[src/rtl/uart_rx_fifo.sv]
// rtl/uart_rx_fifo.sv - receive byte FIFO with first-word-fall-through read and CTS hysteresis
// Absorbs bursts from the UART receiver; cts high asks the sender to pause.
module uart_rx_fifo #(
  parameter int AW     = 4,
  parameter int CTS_HI = 12,
  parameter int CTS_LO = 4
) (
  input  logic          clk,
  input  logic          rst,
  input  logic          wr_stb,
  input  logic [7:0]    wr_data,
  input  logic          rd_ack,
  output logic [7:0]    rd_data,
  output logic          rd_valid,
  output logic [AW:0]   count,
  output logic          full,
  output logic          overflow,
  input  logic          ovf_clr,
  output logic          cts
);

  localparam int          DEPTH   = 1 << AW;
  localparam logic [AW:0] DEPTH_C = (AW+1)'(DEPTH);
  localparam logic [AW:0] HI_C    = (AW+1)'(CTS_HI);
  localparam logic [AW:0] LO_C    = (AW+1)'(CTS_LO);

  typedef enum logic {OPEN, THROTTLE} cts_state_e;

  logic [7:0]    mem_q [DEPTH];
  logic [AW-1:0] wp_q, wp_d, rp_q, rp_d;
  logic [AW:0]   count_q, count_d;
  logic          ovf_q, ovf_d;
  logic          cts_q, cts_d;
  cts_state_e    state_q, state_d;
  logic          rd_acc, wr_acc, drop;

  always_comb begin
    rd_acc = rd_ack && (count_q != '0);
    // A read in the same cycle frees the slot, so a full FIFO can still take the byte.
    wr_acc = wr_stb && ((count_q != DEPTH_C) || rd_acc);
    drop   = wr_stb && !wr_acc;

    wp_d = wr_acc ? wp_q + AW'(1) : wp_q;
    rp_d = rd_acc ? rp_q + AW'(1) : rp_q;

    count_d = count_q;
    case ({wr_acc, rd_acc})
      2'b10:   count_d = count_q + (AW+1)'(1);
      2'b01:   count_d = count_q - (AW+1)'(1);
      default: count_d = count_q;
    endcase

    ovf_d = ovf_q;
    if (ovf_clr) ovf_d = 1'b0;
    if (drop)    ovf_d = 1'b1;

    state_d = state_q;
    case (state_q)
      OPEN:     if (count_q >= HI_C) state_d = THROTTLE;
      THROTTLE: if (count_q <= LO_C) state_d = OPEN;
      default:  state_d = OPEN;
    endcase
    cts_d = (state_d == THROTTLE);
  end

  always_ff @(posedge clk) begin
    if (rst) begin
      wp_q    <= '0;
      rp_q    <= '0;
      count_q <= '0;
      ovf_q   <= 1'b0;
      state_q <= OPEN;
      cts_q   <= 1'b0;
    end else begin
      wp_q    <= wp_d;
      rp_q    <= rp_d;
      count_q <= count_d;
      ovf_q   <= ovf_d;
      state_q <= state_d;
      cts_q   <= cts_d;
    end
  end

  always_ff @(posedge clk) begin
    if (!rst && wr_acc) mem_q[wp_q] <= wr_data;
  end

  assign rd_valid = (count_q != '0);
  assign rd_data  = rd_valid ? mem_q[rp_q] : 8'h00;
  assign count    = count_q;
  assign full     = (count_q == DEPTH_C);
  assign overflow = ovf_q;
  assign cts      = cts_q;

endmodule

[config.mk]
export PLATFORM = sky130hd
export DESIGN_NAME = uart_rx_fifo
export DESIGN_NICKNAME = d
export VERILOG_FILES = /design/src/rtl/uart_rx_fifo.sv
export SDC_FILE = /design/constraint.sdc
export NUM_CORES = 1
export LEC_CHECK = 0
export ABC_AREA = 1
export ABC_CLOCK_PERIOD_IN_PS = 2300
export BUFFER_PORTS_ARGS = -buffer_cell sky130_fd_sc_hd__buf_2
export CAP_MARGIN = 10
export CORE_ASPECT_RATIO = 0.6
export CORE_UTILIZATION = 61
export CTS_CLUSTER_SIZE = 24
export DETAILED_ROUTE_END_ITERATION = 8
export GPL_TIMING_DRIVEN = 0
export PLACE_DENSITY = 0.86
export SKIP_CTS_REPAIR_TIMING = 1
export SLEW_MARGIN = 0
export SYNTH_ARGS = -nofsm -noshare
export SYNTH_HDL_FRONTEND = slang
export SYNTH_SLANG_ARGS = --single-unit
[constraint.sdc]
create_clock -name clk -period 2.3 [get_ports clk]
set_input_delay 0.23 -clock clk [delete_from_list [all_inputs] [get_ports clk]]
set_output_delay 0.23 -clock clk [all_outputs]
set_load 0.02 [all_outputs]
Yosys cells after proc, flatten, opt, wreduce, memory -nomap -nowiden. Memory sizes are Yosys's and may differ from the RTL's. A register that Yosys moved wholly into a read port is not among the register bits. Cells that the tools add are included.

Logic and storage cells: 38. Memory bits (read-only): 0. Memories: 1. Output and inout port bits: 17. Latch bits: 0. Register bits: 15. Bits in writable memories: 128. Input bits: 13.

Memories: mem_q (words 16, width 8, rd ports 1, clocked after memory_dff 1, write ports 1, RTL line 29) `logic [7:0] mem_q [DEPTH];`.

Mux-type cells: 11. Equality and inequality tests: 4. Reductions and logical operators: 10. $add $sub $neg: 4. Shift operators: 0. Magnitude comparators: 2. Bitwise gates (word level): 1. Multipliers: 0. Divide/modulo/power cells: 0.

Operator list (number): 5-bit one-hot mux with 2 select lines (1); 4-bit by 1-bit adder with 4-bit output, second input constant (2); 4-bit 2-to-1 mux (2); 8-bit 2-to-1 mux (1); 1-bit 2-to-1 mux (6); 5-bit by 1-bit adder with 5-bit output, second input constant (1); 5-bit equality test, second input constant (1); 5-bit by 4-bit greater-or-equal comparator with 1-bit output, second input constant (1); 5-bit by 3-bit <= comparator with 1-bit output, second input constant (1); 5-bit != test, second input constant (1); 5-bit nonzero test (1); 5-bit by 1-bit subtractor with 5-bit output, second input constant (1); 1-bit logical AND (4); 2-bit nonzero test (2); 2-bit by 1-bit equality test with 1-bit output, second input constant (1); 2-bit equality test, second input constant (1); 1-bit logical NOT (2); 1-bit one-hot mux with 2 select lines (1); 1-bit logical OR (1); 1-bit inverter (1).

Logic depth before layout (Yosys ltp). Gate-level depths: netlist of the first run.

Depth after elaboration: 7. Depth in mapped cells: 14. Mapped depth without buffers: 14.

Least setup slack after synthesis of the first run. OpenSTA, ideal clock, no wires.

Kind: flip-flop to flip-flop. Start: register count_q[1], in the netlist count[1]. End: register count_q[3], in the netlist count[3]. Required time: 2185 ps. Cell stages (with the launch flop): 13. Arrival: 2206 ps. Setup slack: -22 ps. Buffers on the path: 0. Clock period less this slack: 2322 ps. Setup time: 115 ps. Cells stage by stage: dfxtp_1 nor2_1 nand4_1 nand2_1 inv_2 ha_1 ha_1 a21oi_1 nand2_1 nand2_1 nand2_1 o21ai_0 inv_1.

Longest elaborated chain between the ends: 6. Elaborated cells on any way between the ends: 11. Classes of those cells: add/sub: 2; eq/ne: 3; mux: 1; reduce/logical: 5.

RTL lines: start: declaration (RTL line 31) `logic [AW:0] count_q, count_d;`; start signal: assignment (RTL line 77) `count_q <= count_d;`; 5-bit nonzero test *; via rd_valid (RTL line 14) `output logic rd_valid,`; 1-bit logical AND * (RTL line 38) `rd_acc = rd_ack && (count_q != '0);`; via rd_acc (RTL line 35) `logic rd_acc, wr_acc, drop;`; 1-bit logical OR (RTL line 40) `wr_acc = wr_stb && ((count_q != DEPTH_C) || rd_acc);`; 1-bit logical AND (RTL line 40); 2-bit by 1-bit equality test with 1-bit output / 2-bit equality test (equally long branches) (RTL line 47) `case ({wr_acc, rd_acc})`; 5-bit one-hot mux with 2 select lines / 2-bit nonzero test (equally long branches).

The timed path passes the listed nets; every way through them passes the cells marked *. A chain may end at the register's enable or synchronous reset.

==> metrics, run 1 <==
status=finished clean; Final #Nets=649; final setup margin=23.1 ps; commonest non-fill, non-tap cell in the layout=nand2_1; Synth area leader=edfxtp_1; Antenna diodes=0; clk slew on worst S/H paths=60 ps; GR Util All Layers=0.331; Num Clock Sinks=147; top cells by area, synth=edfxtp_1 (62%), nand2_1 (12%), nand3_1 (8.5%), dfxtp_1 (6.1%), ha_1 (1.8%); crit-path cells=buf_4, inv_1, buf_4, nand3_1, nand3_1, nand2_1, nand2_1, a21oi_2, buf_4; WL/cell=21.6 µm; die area=10,600 µm²; crit path kind=reg2out; vias after detailed routing=4,643; first-pass detailed-route iteration total=6; Gate power share=0.318; register area share after synthesis=0.680; Tmin final=2280 ps; Top Metal Used=met4; Pleak=2.84 nW; final period utilization=0.990; Finished Core Util=0.736; crit-path leading delay family=buffers and inverters; antenna violations before repair=0; Post-DRT Antenna Nets=0; Synth Area per Inst=10.9 µm²; Root Driver=clkbuf_16; CTS tree=done; mean number of vias per cell=6.00; CTS buffer count=17; HP Class=in2reg; part of the power in the clock network=0.325; clk_skew=5.87 ps; Least-Margin Pin Slew=888 ps; area of the core=9880 µm²; die height=80.2 µm; drt initial violations=610; distinct cell type count after synthesis=20; CP Max Fanout=10; Final Non-Filler Cells=774; Buffers on Ports=29; depth of the CTS H-tree=4; crit end category=primary output; Setup TNS Final=0 ps; Initial Utilization=0.629; Arr. time, crit path=2050 ps; Synth Register Bits=147; Slew headroom=0.406; reg-to-reg setup timing slack=80 ps; HPWL Detailed=10,900 µm; Final Hold Viols=0; fraction of layout cells with a size suffix above 1=0.174; CP max-delay cell=dfxtp_1; Max Fclk=439 MHz; Area growth, synth to finish=17.0%; Overflow after GRT=0; Core Rows=28; Worst VDD drop=0.778 mV; internal power=5.62 mW; CP max stage delay=300 ps; M1 WL=7200 µm; max_cap viols=0; post-placement setup slack=1.11 ps; Cell Pwr Density=1200 nW/µm²; buffers from clock root to sink, at most=2; Clock Latency Late Sink=430 ps; Pins Over Slew Limit=0; sw power=3.13 mW; # IOs=30; met2 WL=7110 µm; met3 wire len=2180 µm; most frequent cells in the layout=nand2_1 (188), edfxtp_1 (128), nand3_1 (99), buf_2 (31), nor2_1 (29); Final setup viols=0; warnings from Yosys=0; Flop pwr share=0.357; Crit path required time=2070 ps; vias in the first global route=4,192; Syn Inst Count=572; pin count of the biggest net entering global routing=17; Cell Area, Synth=6210 µm²; first-pass GRT wire length=24,500 µm; top-area cell type share of the netlist area=0.619; Die W=132 µm; Synthesized Nets=595; startpoint types=flip-flop; final wirelength=16,700 µm; Critical Path Most Common Cell=buf_4; CP bufs+invs=4; Post-route DRC=0; switching share of power=0.358; Inst Count DP=736; Placer Congestion=0.914
[logic make-up after synthesis]
family / after synthesis / synth area share
flip-flops: 147 / 0.680
buffers and inverters: 51 / 0.0443
AO/OA/AOI/OAI: 28 / 0.0226
adder cells (fa/ha/maj): 10 / 0.0213
XOR/XNOR: 7 / 0.00987
AND/OR/NAND/NOR: 329 / 0.222
[state kept, by name, summed over array words and instances (netlist names), named ones only]
register / cells
count: 5
mem_q: 128
overflow: 1
rp_q: 4
state_q: 1
wp_q: 4
[final cells by class]
cell class	instances	area, µm²
Clock buffer	17	425
Multi-Input combinational cell	374	1770
Timing Repair Buffer	35	195
Sequential cell	147	4230
Tap cell	135	169
Inverter	26	100
Fill cell	652	2610
Clock inverter	15	181
Buffer	25	195
[through the flow]
| stage | hold slack (ps) | area, µm² | power (mW) |
|---|---|---|---|
| after floorplan | 329 | 6220 | 4.75 |
| after global placement | 451 | 6530 | 5.54 |
| after detailed placement | 489 | 6530 | 5.63 |
| after CTS | 72.7 | 7140 | 8.45 |
| after global routing | 90.8 | 7270 | 9.08 |
| final | 73.4 | 7270 | 8.75 |
[power by group through the flow]
stage	Combinational [mW]	Clock, mW	Sequential [mW]
after floorplan	1.57	0	3.19
after global placement	2.39	0	3.15
after detailed placement	2.47	0	3.16
after CTS	2.50	2.84	3.10
after global routing	3.00	2.94	3.14
final	2.78	2.84	3.12
[metal layers]
layer / vias to the layer above / global-route usage
met5: - / 0
met4: 0 / 0.0920
met3: 30 / 0.0878
met2: 316 / 0.473
met1: 2224 / 0.499
li1: 2073 / -
[worst min-delay path: stages]
cell and delay, ps:
buf_2 80, inv_1 30, nand2_1 40, a21oi_1 70
[synth_stat cells]
| cell | count |
|---|---|
| a21oi_1 | 21 |
| buf_2 | 10 |
| buf_4 | 5 |
| buf_6 | 7 |
| clkbuf_1 | 3 |
| dfxtp_1 | 19 |
| edfxtp_1 | 128 |
| fa_1 | 1 |
| ha_1 | 9 |
| inv_1 | 24 |
| inv_2 | 2 |
| nand2_1 | 191 |
| nand3_1 | 105 |
| nand4_1 | 2 |
| nor2_1 | 30 |
| nor2_4 | 1 |
| o21ai_0 | 6 |
| o21ai_1 | 1 |
| xnor2_1 | 2 |
| xor2_1 | 5 |
[final timing paths]
path / from / to / cells past startpoint
setup / recovery: flip-flop / rd_data[1] / 9
hold / removal: ovf_clr / overflow / 4
setup reg to reg: count[3] / mem_q[3][0] / 6
hold reg to reg: overflow / overflow / 2
No activity file was read; power rests on OpenSTA's default activity.
==> run 2, diff against run 1 <==
- ABC_AREA: 1 -> 0
- CORE_UTILIZATION: 61 -> 60
- PLACE_DENSITY: 0.86 -> 0.85
==> metrics, run 2 <==
Core Rows=27; most frequent cells in the layout=edfxtp_1 (128), buf_2 (33), mux4_2 (32), nor2_1 (21), clkbuf_16 (17); Arr. time, crit path=3120 ps; Antenna diodes=0; Placer Congestion=0.768; die area=10,300 µm²; final setup margin=-462 ps; WL/cell=23.3 µm; die height=79.0 µm; Critical Path Most Common Cell=or4_4; CTS buffer count=17; crit-path cells=or4_4, o31a_1, buf_6, inv_4, ha_4, fa_2, nand3_2, and3_4, or4_4, a21oi_2; Most flops, register=mem_q; clk_skew=10.3 ps; Synth top cells by count=edfxtp_1 (128), nor2_1 (33), mux4_2 (32); final wirelength=12,200 µm; depth of the CTS H-tree=4; antenna violations before repair=0; Synth Register Bits=147; Worst VDD drop=0.730 mV; top cells by area, synth=edfxtp_1 (65%), mux4_2 (12%), dfxtp_1 (6.4%), nor2_1 (2.1%), a211oi_1 (2.0%); Num Clock Sinks=147; Fillers=539; mean number of vias per cell=6.06; # IOs=30; Buffers on Ports=29; failing checks=negative setup slack; Pins Over Slew Limit=0; warnings from Yosys=0; Cell Pwr Density=1130 nW/µm²; commonest non-fill, non-tap cell in the layout=edfxtp_1; Post-DRT Antenna Nets=0; Synth area leader=edfxtp_1; Max Fclk=362 MHz; startpoint types=flip-flop; FFs w/ async S/R, synth=0; fin area=7070 µm²; first-pass detailed-route iteration total=4; Clock Latency Late Sink=420 ps; Root Driver=clkbuf_16; first-pass GRT wire length=18,300 µm; pin count of the biggest net entering global routing=17; Synthesized Nets=351; fraction of layout cells with a size suffix above 1=0.365; Least-Margin Pin Slew=838 ps; HP Class=in2reg; drt initial violations=274; Initial Utilization=0.631; max_cap viols=0; Final setup viols=13; top-area cell type share of the netlist area=0.649; Final Hold Viols=0; Total Power=7.98 mW; status=complete, but fails checks; most common cell in the synthesized netlist=edfxtp_1; Die W=130 µm; Overflow after GRT=0; buffers from clock root to sink, at most=2; Area growth, synth to finish=19.3%; Final #Nets=405; EDFF count, synth=128; Crit path required time=2650 ps; Setup TNS Final=-3170 ps; dominant synthesized flop cell=edfxtp_1; register area share after synthesis=0.713; CP max-delay cell=or4_4; HPWL Detailed=7730 µm; vias after detailed routing=3,176; Post-route DRC=0; GR Util All Layers=0.262; Syn Inst Count=328; dpl cell area=6310 µm²; Slew headroom=0.439; RSZ-0062 raised after global routing=yes; max reg flops=128; Synth Area per Inst=18.1 µm²; vias in the first global route=3,273; crit path kind=reg2reg; post-placement setup slack=-513 ps; CTS tree=done; distinct cell type count after synthesis=36; area of the core=9390 µm²; crit end category=flip-flop; Tmin final=2760 ps; CP max stage delay=590 ps; Cell Area, Synth=5920 µm²; clk slew on worst S/H paths=60 ps; CP Max Fanout=5; Pleak=2.36 nW; Finished Core Util=0.753; final period utilization=1.20
## run 2: changes by cell type in the layout (fill, tap and decap cells not counted), sizes merged, moves of 5 or more
cell	before	now
nor2b	0	10
a21oi	21	8
buf	54	48
nand2	191	6
a211oi	0	16
mux2i	0	11
nand3	105	2
inv	29	8
o21ai	7	2
mux4	0	32
## run 2: final timing paths
check,startpoint,endpoint,slack (ps),cells past startpoint
max,count[2],count[4],-460,10
max reg2reg,count[2],count[4],-460,10
min reg2reg,count[2],state_q,530,2
min,ovf_clr,overflow,120,4
## run 2: where the power goes
| group | internal (mW) | total, mW | switching [mW] |
|---|---|---|---|
| Sequential | 3.00 | 3.09 | 0.0851 |
| Clock | 1.79 | 2.80 | 1.02 |
| Combinational | 0.932 | 2.09 | 1.15 |
| Total | 5.72 | 7.98 | 2.25 |
## run 2: per-layer routing
metal  up-vias  global-route usage  part of all wire
met2       131               0.413              0.51
met5         -                   0                 0
met3        15              0.0735             0.067
met1      1626               0.356              0.41
li1       1404                   -                 -
met4         0              0.0860             0.010
## run 2: cell type report
cell class	instances	area, µm²	area share
flip-flops and latches	147	4230	0.599
multi-input cells	155	1710	0.242
clock buffers	18	429	0.0607
repair buffers	36	210	0.0297
clock inverters	13	165	0.0234
well taps	130	163	0.0230
plain buffers	18	130	0.0184
inverters	7	28.8	0.00407
## run 2: logic make-up after synthesis
kind of cell | after synthesis | share of synthesized area
AND/OR/NAND/NOR | 60 | 0.0486
AO/OA/AOI/OAI | 34 | 0.0422
adder cells (fa/ha/maj) | 10 | 0.0224
buffers and inverters | 26 | 0.0213
flip-flops | 147 | 0.713
XOR/XNOR | 7 | 0.0103
multiplexers | 44 | 0.142
## run 2: worst max-delay path: cells and delay by family, from the launching register on
family,cells,cell delay (ps)
and+or+nand+nor,4,1320
adders and majority gates,2,420
DFF,1,350
AOI/OAI and AO/OA,2,450
buffers and inverters,2,160
## run 2: metrics by stage
step,hold WS (ps),instances
after floorplan,329,328
after global placement,513,487
after detailed placement,540,487
after CTS,122,518
after global routing,169,524
final,122,524
